[src/rtl/eeprom_page_arbiter_if.sv]
`timescale 1ns / 1ps
`default_nettype none
// ============================================================================
// eeprom_page_arbiter_if : arbiter <-> I2C EEPROM controller signal bundle
// Rev 1.0
// ============================================================================
interface eeprom_page_arbiter_if;
  logic        i2c_start;
  logic        wr_en;
  logic        rd_en;
  logic [15:0] byte_addr;
  logic [7:0]  wr_data;
  logic [7:0]  index;
  logic        i2c_end;
  logic [7:0]  rd_data;
  logic        ack_4_flag;

  modport master (
    output i2c_start, wr_en, rd_en, byte_addr, wr_data, index,
    input  i2c_end, rd_data, ack_4_flag
  );

  modport slave (
    input  i2c_start, wr_en, rd_en, byte_addr, wr_data, index,
    output i2c_end, rd_data, ack_4_flag
  );
endinterface
`default_nettype wire

[src/rtl/eeprom_page_arbiter.sv]
`timescale 1ns / 1ps
`default_nettype none
// ============================================================================
// eeprom_page_arbiter : round-robin page read/write sequencer for one shared
//                       I2C EEPROM controller, with post-write tWR hold-off
// Rev 1.0
// ============================================================================
module eeprom_page_arbiter #(
  parameter int PAGE_BYTES  = 4,
  parameter int TWR_CYC     = 250000,
  parameter int TIMEOUT_CYC = 2000000
) (
  input  logic                    clk,
  input  logic                    rst,
  input  logic                    req0,
  input  logic                    we0,
  input  logic [15:0]             addr0,
  input  logic [8*PAGE_BYTES-1:0] wdata0,
  output logic                    done0,
  output logic                    err0,
  output logic [8*PAGE_BYTES-1:0] rdata0,
  input  logic                    req1,
  input  logic                    we1,
  input  logic [15:0]             addr1,
  input  logic [8*PAGE_BYTES-1:0] wdata1,
  output logic                    done1,
  output logic                    err1,
  output logic [8*PAGE_BYTES-1:0] rdata1,
  output logic [1:0]              gnt,
  output logic                    busy,
  eeprom_page_arbiter_if.master   bus
);
  localparam int          PW          = 8 * PAGE_BYTES;
  localparam logic [5:0]  c_page_cnt  = 6'(PAGE_BYTES);
  localparam logic [7:0]  c_last_idx  = 8'(PAGE_BYTES - 1);
  localparam logic [15:0] c_addr_mask = 16'(PAGE_BYTES - 1);
  localparam logic [31:0] c_twr_last  = 32'(TWR_CYC - 1);
  localparam logic [31:0] c_to_last   = 32'(TIMEOUT_CYC - 1);

  generate
    if (PAGE_BYTES != 1 && PAGE_BYTES != 2 && PAGE_BYTES != 4 &&
        PAGE_BYTES != 8 && PAGE_BYTES != 16) begin : g_bad_page_bytes
      $error("PAGE_BYTES must be 1, 2, 4, 8 or 16");
    end
  endgenerate

  typedef enum logic [2:0] {
    S_IDLE, S_CHECK, S_START, S_XFER, S_TWR, S_DONE
  } state_t;

  state_t        r_state;
  logic          r_last, r_owner, r_we, r_err;
  logic          r_start, r_wr_en, r_rd_en;
  logic [1:0]    r_gnt;
  logic [15:0]   r_addr;
  logic [PW-1:0] r_page, r_rbuf, w_rbuf_next;
  logic [7:0]    r_index, w_wr_byte;
  logic [5:0]    r_cnt, w_cnt_next;
  logic [31:0]   r_tmr;
  logic          w_pick1, w_take, w_overrun, w_short, w_err_next;

  // Port 1 wins only when port 0 is idle or port 0 was served last.
  assign w_pick1 = req1 && (!req0 || !r_last);

  // A strobe is accepted until a full page has been counted; later ones are overruns.
  assign w_take     = bus.ack_4_flag && (r_cnt < c_page_cnt);
  assign w_overrun  = bus.ack_4_flag && !(r_cnt < c_page_cnt);
  assign w_cnt_next = r_cnt + 6'(w_take);
  assign w_short    = bus.i2c_end && (w_cnt_next < c_page_cnt);
  assign w_err_next = r_err | w_overrun | w_short;

  always_comb begin
    w_rbuf_next = r_rbuf;
    w_wr_byte   = 8'd0;
    for (int k = 0; k < PAGE_BYTES; k++) begin
      if (r_index == 8'(k)) begin
        w_wr_byte = r_page[8*k +: 8];
        if (w_take && !r_we) w_rbuf_next[8*k +: 8] = bus.rd_data;
      end
    end
  end

  always_ff @(posedge clk) begin
    if (rst) begin
      r_state  <= S_IDLE;
      r_last   <= 1'b1;
      r_owner  <= 1'b0;
      r_we     <= 1'b0;
      r_err    <= 1'b0;
      r_start  <= 1'b0;
      r_wr_en  <= 1'b0;
      r_rd_en  <= 1'b0;
      r_gnt    <= 2'b00;
      r_addr   <= 16'd0;
      r_page   <= '0;
      r_rbuf   <= '0;
      r_index  <= 8'd0;
      r_cnt    <= 6'd0;
      r_tmr    <= 32'd0;
      rdata0   <= '0;
      rdata1   <= '0;
    end else begin
      r_start <= 1'b0;
      case (r_state)
        S_IDLE: begin
          if (req0 || req1) begin
            r_owner <= w_pick1;
            r_last  <= w_pick1;
            r_gnt   <= w_pick1 ? 2'b10 : 2'b01;
            r_we    <= w_pick1 ? we1 : we0;
            r_addr  <= w_pick1 ? addr1 : addr0;
            r_page  <= w_pick1 ? wdata1 : wdata0;
            r_index <= 8'd0;
            r_cnt   <= 6'd0;
            r_err   <= 1'b0;
            r_tmr   <= 32'd0;
            r_state <= S_CHECK;
          end
        end
        S_CHECK: begin
          // Page writes must not straddle a page boundary.
          if (r_we && ((r_addr & c_addr_mask) != 16'd0)) begin
            r_err   <= 1'b1;
            r_state <= S_DONE;
          end else begin
            r_start <= 1'b1;
            r_wr_en <= r_we;
            r_rd_en <= !r_we;
            r_state <= S_START;
          end
        end
        S_START: begin
          r_tmr   <= 32'd0;
          r_state <= S_XFER;
        end
        S_XFER: begin
          r_rbuf <= w_rbuf_next;
          r_err  <= w_err_next;
          if (w_take) begin
            r_cnt <= w_cnt_next;
            if (r_index < c_last_idx) r_index <= r_index + 8'd1;
          end
          if (bus.i2c_end) begin
            r_wr_en <= 1'b0;
            r_rd_en <= 1'b0;
            r_tmr   <= 32'd0;
            if (r_we) begin
              r_state <= S_TWR;
            end else begin
              r_state <= S_DONE;
              if (!w_err_next) begin
                if (r_owner) rdata1 <= w_rbuf_next;
                else         rdata0 <= w_rbuf_next;
              end
            end
          end else if (r_tmr == c_to_last) begin
            r_err   <= 1'b1;
            r_wr_en <= 1'b0;
            r_rd_en <= 1'b0;
            r_state <= S_DONE;
          end else begin
            r_tmr <= r_tmr + 32'd1;
          end
        end
        S_TWR: begin
          if (r_tmr == c_twr_last) r_state <= S_DONE;
          else                     r_tmr   <= r_tmr + 32'd1;
        end
        S_DONE: begin
          r_gnt   <= 2'b00;
          r_index <= 8'd0;
          r_state <= S_IDLE;
        end
        default: r_state <= S_IDLE;
      endcase
    end
  end

  // Done lines track the one-cycle DONE state so the requester can drop req right after.
  assign done0 = (r_state == S_DONE) && !r_owner;
  assign done1 = (r_state == S_DONE) && r_owner;
  assign err0  = done0 && r_err;
  assign err1  = done1 && r_err;
  assign gnt   = r_gnt;
  assign busy  = (r_state != S_IDLE);

  assign bus.i2c_start = r_start;
  assign bus.wr_en     = r_wr_en;
  assign bus.rd_en     = r_rd_en;
  assign bus.byte_addr = r_addr;
  assign bus.index     = r_index;
  assign bus.wr_data   = w_wr_byte;
endmodule
`default_nettype wire

[src/flat_wrapper.sv]
// flat-port wrapper written by rule: the top's interface ports become plain ports
module eeprom_page_arbiter_flat 
#(
  parameter int PAGE_BYTES  = 4,
  parameter int TWR_CYC     = 250000,
  parameter int TIMEOUT_CYC = 2000000
)
  (clk, rst, req0, we0, addr0, wdata0, done0, err0, rdata0, req1, we1, addr1, wdata1, done1, err1, rdata1, gnt, busy, bus_i2c_start, bus_wr_en, bus_rd_en, bus_byte_addr, bus_wr_data, bus_index, bus_i2c_end, bus_rd_data, bus_ack_4_flag);
  eeprom_page_arbiter_if bus_i ();
  input  logic clk;
  input  logic rst;
  input  logic req0;
  input  logic we0;
  input  logic [15:0] addr0;
  input  logic [8*PAGE_BYTES-1:0] wdata0;
  output logic done0;
  output logic err0;
  output logic [8*PAGE_BYTES-1:0] rdata0;
  input  logic req1;
  input  logic we1;
  input  logic [15:0] addr1;
  input  logic [8*PAGE_BYTES-1:0] wdata1;
  output logic done1;
  output logic err1;
  output logic [8*PAGE_BYTES-1:0] rdata1;
  output logic [1:0] gnt;
  output logic busy;
  output wire logic [$bits(bus_i.i2c_start)-1:0] bus_i2c_start;
  output wire logic [$bits(bus_i.wr_en)-1:0] bus_wr_en;
  output wire logic [$bits(bus_i.rd_en)-1:0] bus_rd_en;
  output wire logic [$bits(bus_i.byte_addr)-1:0] bus_byte_addr;
  output wire logic [$bits(bus_i.wr_data)-1:0] bus_wr_data;
  output wire logic [$bits(bus_i.index)-1:0] bus_index;
  input wire logic [$bits(bus_i.i2c_end)-1:0] bus_i2c_end;
  input wire logic [$bits(bus_i.rd_data)-1:0] bus_rd_data;
  input wire logic [$bits(bus_i.ack_4_flag)-1:0] bus_ack_4_flag;
  assign bus_i2c_start = bus_i.i2c_start;
  assign bus_wr_en = bus_i.wr_en;
  assign bus_rd_en = bus_i.rd_en;
  assign bus_byte_addr = bus_i.byte_addr;
  assign bus_wr_data = bus_i.wr_data;
  assign bus_index = bus_i.index;
  assign bus_i.i2c_end = bus_i2c_end;
  assign bus_i.rd_data = bus_rd_data;
  assign bus_i.ack_4_flag = bus_ack_4_flag;
  eeprom_page_arbiter #(.PAGE_BYTES(PAGE_BYTES), .TWR_CYC(TWR_CYC), .TIMEOUT_CYC(TIMEOUT_CYC)) u_core (.clk(clk), .rst(rst), .req0(req0), .we0(we0), .addr0(addr0), .wdata0(wdata0), .done0(done0), .err0(err0), .rdata0(rdata0), .req1(req1), .we1(we1), .addr1(addr1), .wdata1(wdata1), .done1(done1), .err1(err1), .rdata1(rdata1), .gnt(gnt), .busy(busy), .bus(bus_i));
endmodule
[config.mk]
export PLATFORM = sky130hd
export DESIGN_NAME = eeprom_page_arbiter_flat
export DESIGN_NICKNAME = d
export VERILOG_FILES = /design/src/rtl/eeprom_page_arbiter_if.sv /design/src/rtl/eeprom_page_arbiter.sv /design/src/flat_wrapper.sv
export SDC_FILE = /design/constraint.sdc
export NUM_CORES = 1
export LEC_CHECK = 0
export ABC_AREA = 1
export CAP_MARGIN = 25
export CORE_MARGIN = 2
export CORE_UTILIZATION = 56
export DETAILED_ROUTE_END_ITERATION = 16
export GPL_TIMING_DRIVEN = 0
export PLACE_DENSITY_LB_ADDON = 0.3
export SLEW_MARGIN = 20
export SYNTH_ARGS = -nofsm -noshare
export SYNTH_HDL_FRONTEND = slang
export SYNTH_SLANG_ARGS = --single-unit
export TNS_END_PERCENT = 5
[constraint.sdc]
create_clock -name clk -period 4.4 [get_ports clk]
set_input_delay 0.88 -clock clk [delete_from_list [all_inputs] [get_ports clk]]
set_output_delay 0.88 -clock clk [all_outputs]
set_load 0.02 [all_outputs]
# Word level (Yosys, flattened, before mapping)
# Index checks and enable logic that the tools add are counted.
[totals]
out_inout_bits = 106
wordCells = 135
ff_bits = 202
inputBits = 112
[classes]
n_reduce_logical = 38
order_cmp = 3
n_eq_ne = 19
bitwise = 6
n_mux = 49
addsub = 3
[op_table]
columns = ["cell", "n"]
rows = [
  ["$mux 32", 5],
  ["$pmux 32 s4", 1],
  ["$mux 8", 15],
  ["$add 32x1->32 const B", 1],
  ["$eq 32x18->1 const B", 1],
  ["$eq 32x21->1 const B", 1],
  ["$pmux 8 s3", 1],
  ["$eq 8x2->1 const B", 2],
  ["$mux 16", 1],
  ["$reduce_bool 16->1", 1],
  ["$mux 3", 5],
  ["$pmux 3 s5", 1],
  ["$lt 6x3->1 const B", 2],
  ["$mux 6", 2],
  ["$pmux 6 s2", 1],
  ["$reduce_and 3->1", 4],
  ["$mux 1", 11],
  ["$logic_and 1x1->1", 10],
  ["$ne 2x1->1 const B", 5],
  ["$reduce_and 5->1", 2],
  ["$reduce_bool 3->1", 3],
  ["$add 8x1->8 const B", 1],
  ["$eq 8x1->1 const B", 1],
  ["$logic_not 8->1", 1],
  ["22 further kinds", 40],
]

# Depth between registers and ports, before layout
[depth]
depth_word = 9
ltp_mapped = 16
depth_no_buf = 15

# Least setup slack after synthesis
# No wires, ideal clock.
[synth_path]
path_kind = "reg-to-output"
from = "register u_core.r_index[1], in the netlist u_core.bus.index[1]"
to = "output bus_wr_data[0]"
slack_ns = 1.701
path_stages_with_launch = 9
n_path_buf = 1
t_required_ns = 3.520
t_arrival_ns = 1.819
path_cell_list = "dfxtp_1 ha_1 nand2_1 nor2_2 inv_1 clkbuf_1 o21ai_0 o21ai_0 o21ai_0"
[synth_via]
elab_chain_cells = 5
elab_cells_between_ends = 8
cone_classes = "eq/ne (3); mux (4); reduce/logical (1)"
[synth_rtl]
columns = ["element", "line", "source"]
rows = [
  ["start: declaration", "eeprom_page_arbiter.sv:57", "logic [7:0] r_index, w_wr_byte;"],
  ["start signal: assignment", "eeprom_page_arbiter.sv:141", "if (r_index < c_last_idx) r_index <= r_index + 8'd1;"],
  ["$logic_not 8->1", "eeprom_page_arbiter.sv:76", "if (r_index == 8'(k)) begin"],
  ["$mux 8 (3 in a row)", "eeprom_page_arbiter.sv:76", ""],
  ["$mux 8 *", "eeprom_page_arbiter.sv:76", ""],
  ["end: declaration", "flat_wrapper.sv:32", "output wire logic [$bits(bus_i.wr_data)-1:0] bus_wr_data;"],
]
# Every way passes the cells marked *; elsewhere a longest branch is shown, timed or not.

# Worst setup path after layout
[layout_path]
from = "register u_core.r_index[5], in the netlist u_core.bus.index[5]"
to = "output bus_wr_data[0]"
# Same word-level chain as after synthesis.

==> results.toml <==
[cts]
clk_pin_slew_ns = 0.06
cts_hold_buffers = 0
tritoncts = "done"
insertion_delay_ns = 0.51
cts_sinks = 202
clock-root-buffer = "clkbuf_16"
clk_path_buf_depth = 3
numCtsBuffers = 23
htree_levels = 1
cts_resized = 0
post_cts_buffers = 0

[detailed_routing]
drc_errors = 0
antenna_left = 0
vias = 11900
viasPerCell = 5.47
wl_mm = 35.3
drt_iter0_markers = 1066
firstDrtPassIters = 6
wl_per_cell_um = 16.3

[critical_path]
reg2reg_depth = 14
worst_path_most_repeated_cell = "o21ai_0"
path_class = "flip-flop to output pin"
worstPathRequired_ns = 3.52
cp.arrival_ns = 3.31
ff2ff_setup_slack_ns = 1.73
cp_max_fo = 10
r2r_start = "u_core.r_cnt[2]"
max_stage_delay_ns = 0.70
crit_path_end_kind = "output pin"
startpoint_type = "flip-flop"
cp-endpoint = "bus_wr_data[0]"
critPathSlowestCell = "clkdlybuf4s50_1"
r2r-end = "u_core.rdata0[11]"
crit_path_cell_trace = "inv_2, nand4_2, nor2_2, inv_1, clkbuf_1, o21ai_0, o21ai_0, o21ai_0, clkdlybuf4s50_1"
worstSetupStartpoint = "u_core.bus.index[5]"

[synthesis]
ys_seq_area_share_pct = 38.4
dominantRegCellSynth = "dfxtp_1"
postSynthNetCount = 1800
yosysTopAreaCell = "dfxtp_1"
synth_most_common_cell = "nand2_1"
syn_area_sq_um = 10500
synth_top_area_share_pct = 38.4
syn_area_per_cell_sq_um = 6.26
synth_edf_count = 0
ys.warnings.count = 0
ys_seq_elements = 202
synth-async-reset-ratio_pct = 0
synthTopCellsByCount = "nand2_1 (427), nor2_1 (263), inv_1 (217), dfxtp_1 (202), a21oi_1 (159)"
synthTopCellsByArea = "dfxtp_1 (38%), nand2_1 (15%), nor2_1 (9.4%)"
synthesis.instances = 1681
synth_cell_types = 35

[die]
coreArea_sq_um = 18600
dieArea_sq_um = 19900
io-pin-count = 218
fp.dieH_um = 141
die_w_um = 141
num_rows = 50
floorplan.initialDensity_pct = 56.7

[sta]
rsz0062_at_grt = "false"
slew_violations = 0
tightestPinTransition_ns = 0.742
relSlewSlack_pct = 50.6
min_period_over_period_pct = 95.2
max_freq_mhz = 239
finalHoldViolCount = 0
setup_viol = 0
tns_ns = 0
finalCriticalPeriod_ns = 4.19
hold_ws_ns = 0.467
skew_ns = 0.00826

[layout]
ff_latch_area_sq_um = 4040
drive_above_1_share_pct = 5.11
multi_input_area_sq_um = 5230
n_fill_cell = 1508
utilization_pct = 74.2
diodes = 0
areaGrowthSynthToFinish_pct = 30.9
nets = 2041

[grt]
grt_use_total_pct = 35.4
grt_pass1_wl_mm = 56.8
overflow = 0
grt_max_degree = 14
grt_pass1_vias = 11300
grt_antenna_before_repair = 0

[status]
status = "completed"

[placed_design]
port_buffers = 216
routabilityCongestion = 0.967
hpwl_mm = 26.4

[pwr]
powerDensity_nw_per_um2 = 508
p_leak_uw = 0.00615
ir_drop_mv = 0.387

[flow_run]
drv_cap = 0

[worst_hold_path]
hp-class = "flip-flop to flip-flop"
[layout by cell type (no fill, tap or decap), types with 2 or more instances in the layout]
cell type	n
buf_6	3
a21oi_1	159
nand3_1	72
nand4_1	41
inv_1	217
o211ai_1	11
xor2_1	6
nand2_1	427
buf_1	9
clkinv_1	2
nor2_1	263
clkbuf_8	6
nand3_2	4
clkdlybuf4s50_1	216
o21ai_0	109
clkinv_2	3
clkbuf_1	52
a31oi_1	2
bufinv_16	3
buf_2	12
nor3_1	14
inv_6	2
buf_4	10
nand2_2	4
inv_2	11
dfxtp_1	202
clkbuf_16	23
ha_1	7
nor2_2	7
nor2_4	4
o21ai_1	27
[sequential cells by signal, indices dropped and copies added, names as in the netlist]
name and flops:
u_core.r_owner 1, u_core.rdata1 32, u_core.r_we 1, u_core.r_page 32, u_core.r_state 3, u_core.rdata0 32, u_core.bus.wr_en 1, u_core.r_err 1
u_core.bus.i2c_start 1, u_core.bus.rd_en 1, u_core.r_last 1, u_core.bus.index 8, u_core.gnt 2, u_core.bus.byte_addr 16, u_core.r_rbuf 32, u_core.r_tmr 32
u_core.r_cnt 6
[power by group]
part	leakage, uW	internal, uW	switching, uW
registers	0.00164	2150	191
clock network	0.000395	1240	791
logic	0.00411	897	1730
total	0.00615	4290	2710
[layer usage]
layer | part of all wire, % | track usage [%] | wire, um
met3 | 9.6 | 6.49 | 3390
met1 | 41 | 45.6 | 14400
met5 | 0 | 0 | 0
met4 | 3.6 | 13.8 | 1260
met2 | 46 | 58.9 | 16300
[worst max-delay path, delay by kind of cell (launching register included)]
family / cells / cell delay [ns]
buf+inv: 4 / 1.10
compound gates: 3 / 0.73
simple gates: 2 / 0.63
flops: 1 / 0.33
[final cells by class]
cell class,count,area share (%)
Buffer,83,2.81
Multi-Input combinational cell,1166,38.0
Tap cell,234,2.12
Sequential cell,202,29.3
Clock buffer,33,4.88
Timing Repair Buffer,216,15.7
Clock inverter,9,0.944
Inverter,230,6.26
[how the worst min path moves through the flow]
stage	start	to	slack [ns]	depth (start not counted)
2_1_floorplan	u_core.r_last	u_core.r_last	0.43	2
3_3_place_gp	u_core.gnt[1]	u_core.gnt[1]	0.45	2
3_5_place_dp	u_core.bus.index[2]	u_core.bus.index[2]	0.46	2
4_1_cts	u_core.bus.index[2]	u_core.bus.index[2]	0.47	2
5_1_grt	u_core.bus.index[6]	u_core.bus.index[6]	0.49	2
6_report	u_core.bus.index[6]	u_core.bus.index[6]	0.47	2
[per-stage QoR]
step / cell area, sq um / total power (uW) / cells / setup WS [ns]
6_report: 13800 / 7000 / 2173 / 0.211
5_1_grt: 13800 / 7330 / 2173 / 0.0958
4_1_cts: 13800 / 6940 / 2173 / 0.233
3_5_place_dp: 13000 / 4910 / 2131 / 0.800
3_3_place_gp: 13000 / 4860 / 2131 / 0.857
2_1_floorplan: 10500 / 3910 / 1681 / 1.70
[cells by family after synthesis]
family	synth area share, %
buf+inv	11.9
xor+xnor	0.499
flops	38.4
fa+ha+maj	0.832
simple gates	33.1
compound gates	15.3
Note: power is estimated with default switching activity, not from simulation.
==> patch 1 (same flow settings) <==
Register the outputs `err0` and `err1`, with the module's reset; this adds one clock of latency there. The other outputs are not delayed to match.
--- a/src/rtl/eeprom_page_arbiter.sv
+++ b/src/rtl/eeprom_page_arbiter.sv
@@ -180,6 +180,13 @@
   assign done0 = (r_state == S_DONE) && !r_owner;
   assign done1 = (r_state == S_DONE) && r_owner;
-  assign err0  = done0 && r_err;
-  assign err1  = done1 && r_err;
+  always_ff @(posedge clk) begin
+    if (rst) begin
+      err0 <= '0;
+      err1 <= '0;
+    end else begin
+      err0 <= done0 && r_err;
+      err1 <= done1 && r_err;
+    end
+  end
   assign gnt   = r_gnt;
   assign busy  = (r_state != S_IDLE);
Formal check against the unedited RTL: not equivalent (Yosys sat finds a counterexample within 4 cycles, from zero or initial values and one cycle with rst high).
==> patch 1 against the unedited design <==
Sequential cell count is 2 higher; clock power is 14% higher; sequential share of layout area is 0.96 points lower; largest cell class unchanged; highest routed layer unchanged; register-to-register slack better by 0.23 ns; total power is 5.4% higher; wire length is 0.23% higher; critical path depth is 1 lower; synthesized area is 4.4% higher; final area is 4.4% higher; worst setup slack better by 0.39 ns; maximum frequency is 10% higher; combinational power is 2% higher.
==> patch 1: results (changes against the unedited design) <==
routed wl met2: 16,500 microns (+1.3%)
Reg2Reg Depth: 15 (+1)
Detailed Route WL: 35,400 microns (+0.23%)
Lkg Pwr: 6.14 nW (-0.20%)
dominant cells by area after synthesis: dfxtp_1, nand2_1, inv_1
share of cells above drive strength 1: 6.35% (+1.2 points)
fillers: 1,552 (+2.9%)
dpl cells: 2,208 (+3.6%)
most frequent cells after synthesis: nand2_1, inv_1, dfxtp_1
first-pass GRT wire length: 55,800 microns (-1.8%)
GR Util met2: 56.8% (-2.1 points)
Met3 Routed Length: 3590 microns (+5.9%)
Via-to-Cell Ratio: 5.39 (-1.4%)
routing usage on met1: 41.6% (-4.0 points)
hold path endpoint: u_core.bus.rd_en
Post-Place Setup Slack: 1.02 ns (+0.223 ns)
comb pwr: 2.68 mW (+2%)
worst clock skew: 0.0102 ns (+0.00191 ns)
DRT iter0 DRCs: 1,092 (+2.4%)
CP endpoint: bus_wr_data[5]
Final nets: 2,087 (+2.3%)
RR Endpoint: u_core.rdata1[31]
Slew @ Worst Pin: 0.835 ns (+0.0933 ns)
post-synth cell types: 42 (+20%)
worst hold start: u_core.bus.rd_en
number of vias in the routed layout: 12,133 (+2.1%)
placed inst area: 13,500 sq um (+3.8%)
HPWL after detailed placement: 26,400 microns (+0.10%)
Period Utilization, post-route: 86.3% (-8.9 points)
Total Routing Usage GR: 33.6% (-1.7 points)
Syn Area/Cell: 6.36 sq um (+1.6%)
Critical Path AT: 2.92 ns (-0.39 ns)
Post-Syn Nets: 1,846 (+2.6%)
WHS: 0.478 ns (+0.0106 ns)
switching power: 2.77 mW (+2.0%)
Core Util, Final: 74.4% (+0.24 points)
M3 GR Usage: 8.38% (+1.9 points)
outcome: finished clean
Metal-1 WL: 14,200 microns (-1.2%)
[patch 1: critical path: stages (launching register included)]
cell             delay, ns
dfxtp_1               0.43
ha_1                  0.21
inv_1                 0.05
nor3_2                0.35
buf_2                 0.30
buf_2                 0.23
nand2_1               0.06
o21ai_0               0.12
clkdlybuf4s50_1       0.66
[patch 1: final cells by class]
| type | count | area share, % |
|---|---|---|
| buffer | 92 | 3.21 |
| clock buffer | 28 | 4.41 |
| clock inverter | 14 | 1.92 |
| inverter | 278 | 7.25 |
| multi-input combinational | 1153 | 37.5 |
| sequential | 204 | 28.4 |
| tap | 265 | 2.30 |
| timing repair buffer | 216 | 15.0 |
[patch 1: kinds of logic after synthesis]
group,share of synthesized area (%)
AO/OA/AOI/OAI,14.3
XOR/XNOR,0.638
adder cells (fa/ha/maj),0.797
buffers and inverters,13.7
flip-flops,37.2
AND/OR/NAND/NOR,33.4
==> patch 2 (config.mk and constraints unchanged) <==
Made on the original files. `PAGE_BYTES` is set to 4 in 2 places; all go to 8.
--- a/src/rtl/eeprom_page_arbiter.sv
+++ b/src/rtl/eeprom_page_arbiter.sv
@@ -7,5 +7,5 @@
 // ============================================================================
 module eeprom_page_arbiter #(
-  parameter int PAGE_BYTES  = 4,
+  parameter int PAGE_BYTES  = 8,
   parameter int TWR_CYC     = 250000,
   parameter int TIMEOUT_CYC = 2000000
--- a/src/flat_wrapper.sv
+++ b/src/flat_wrapper.sv
@@ -2,5 +2,5 @@
 module eeprom_page_arbiter_flat 
 #(
-  parameter int PAGE_BYTES  = 4,
+  parameter int PAGE_BYTES  = 8,
   parameter int TWR_CYC     = 250000,
   parameter int TIMEOUT_CYC = 2000000
Interface: changed (resized rdata0, rdata1, wdata0 and wdata1); port bits go from 218 to 346. No check against the original RTL was run, so the function may have changed too.
==> patch 2 against the unedited design <==
Non-clock buffer count rose by 178; wire length rose by 62%; total power rose by 51%; synthesized area rose by 54%; sequential share of layout area rose by 1.4 points; largest cell class unchanged; final area rose by 56%; worst setup slack improved by 0.015 ns; sequential cell count rose by 128; clock power rose by 61%.
==> patch 2: results (changes against the unedited design) <==
Max VDD drop: 0.000362 V (-6.5%)
outcome: finished clean
vias in the first global route: 17,499 (+54%)
worst clock skew: 0.0263 ns (+0.0180 ns)
post-CTS resize count: 0 (unchanged)
post-synthesis sequential area ratio: 40.6% (+2.2 points)
Post-Syn Nets: 2,715 (+51%)
initial antenna violation count: 4 (+4)
Post-Place Setup Slack: 0.735 ns (-0.0653 ns)
DRT iter0 DRCs: 1,818 (+71%)
number of buffers created by CTS: 36 (+57%)
share of cells above drive strength 1: 5.68% (+0.58 points)
Top FF cell, synth: dfxtp_1
Post-CTS Setup Inserts: 0 (unchanged)
WL/cell: 17.2 microns (+6.1%)
Critical Path AT: 3.29 ns (-0.02 ns)
Async SR Flop Fraction: 0% (unchanged)
first-pass GRT wire length: 89,700 microns (+58%)
H-Tree Depth: 2 (+1)
I/O Buffers: 344 (+59%)
post-synth cell types: 43 (+23%)
M3 GR Usage: 7.41% (+0.93 points)
drt first pass iters: 8 (+2)
Lkg Pwr: 9.56 nW (+55%)
routing usage on met1: 44.9% (-0.66 points)
dominant cells by area after synthesis: dfxtp_1, nand2_1, nor2_1
clk buf depth: 3 (unchanged)
Final nets: 3,097 (+52%)
maximum number of pins on one net before global-route repair: 15 (+1)
worst-path maximum fanout: 10 (unchanged)
Worst slew margin: 43.9% (-6.6 points)
Reg clk slew, reported paths: 0.06 ns (about the same)
hold crit path type: flop to flop
number of vias in the routed layout: 18,165 (+53%)
placer congestion estimate: 0.952 (-1.5%)
worst skew pair latency: 0.53 ns (+0.02 ns)
GR Util met2: 60.8% (+2.0 points)
most frequent cells after synthesis: nand2_1, nor2_1, dfxtp_1, inv_1, a21oi_1
Total Routing Usage GR: 36.7% (+1.4 points)
HPWL after detailed placement: 42,300 microns (+60%)
Syn. warnings: 0 (unchanged)
[patch 2: final timing paths]
path | end | cells after the start | slack (ns) | start
min reg2reg | u_core.gnt[0] | 1 | 0.47 | u_core.gnt[0]
max | bus_wr_data[6] | 12 | 0.23 | u_core.bus.index[0]
max reg2reg | u_core.rdata0[9] | 15 | 1.63 | u_core.r_cnt[5]
min | u_core.gnt[0] | 1 | 0.47 | u_core.gnt[0]
[patch 2: stage by stage]
| stage | instance area, sq um | utilization (%) | hold slack [ns] | total power [mW] | instances |
|---|---|---|---|---|---|
| 6_report | 21500 | 75.0 | 0.466 | 10.6 | 3327 |
| 2_1_floorplan | 16300 | - | 0.445 | 5.91 | 2532 |
| 4_1_cts | 21500 | 74.9 | 0.467 | 10.5 | 3322 |
| 3_5_place_dp | 20200 | 70.5 | 0.458 | 7.21 | 3260 |
| 3_3_place_gp | 20200 | 70.5 | 0.449 | 7.10 | 3260 |
| 5_1_grt | 21500 | 75.0 | 0.477 | 11.0 | 3326 |
[patch 2: power by group]
part           internal [mW]  total [mW]  switching (mW)
registers               3.53        3.85           0.317
logic                   1.19        3.47            2.27
clock network           2.00        3.27            1.27
[patch 2: routing by layer]
layer	wire length (microns)	share of wire (%)
met5	0	0
met4	3230	5.6
met3	5020	8.7
met2	26500	46
met1	22600	39
[patch 2: kinds of logic after synthesis]
group	share of synthesized area, %
simple gates	29.6
compound gates	16.9
buf+inv	11.6
flops	40.6
xor+xnor	0.754
fa+ha+maj	0.539
[patch 2: worst max-delay path, cell delays in order, from the launching register on]
cell and delay (ns):
dfxtp_1 0.37, inv_1 0.15, ha_1 0.19, nand2_1 0.07, nor2_2 0.27, buf_2 0.27, a21oi_1 0.09, nand2_1 0.11
o21ai_0 0.10, nand2_1 0.12, nand2_1 0.06, a21oi_1 0.30, clkdlybuf4s50_1 0.68
[patch 2: layout make-up]
type / count / area (sq um)
Multi-Input combinational cell: 1730 / 7770
Fill cell: 2229 / 7160
Sequential cell: 330 / 6610
Timing Repair Buffer: 344 / 3440
Inverter: 339 / 1270
Clock buffer: 44 / 981
Buffer: 133 / 609
Tap cell: 384 / 480
Clock inverter: 18 / 287
Antenna cell: 5 / 12.5
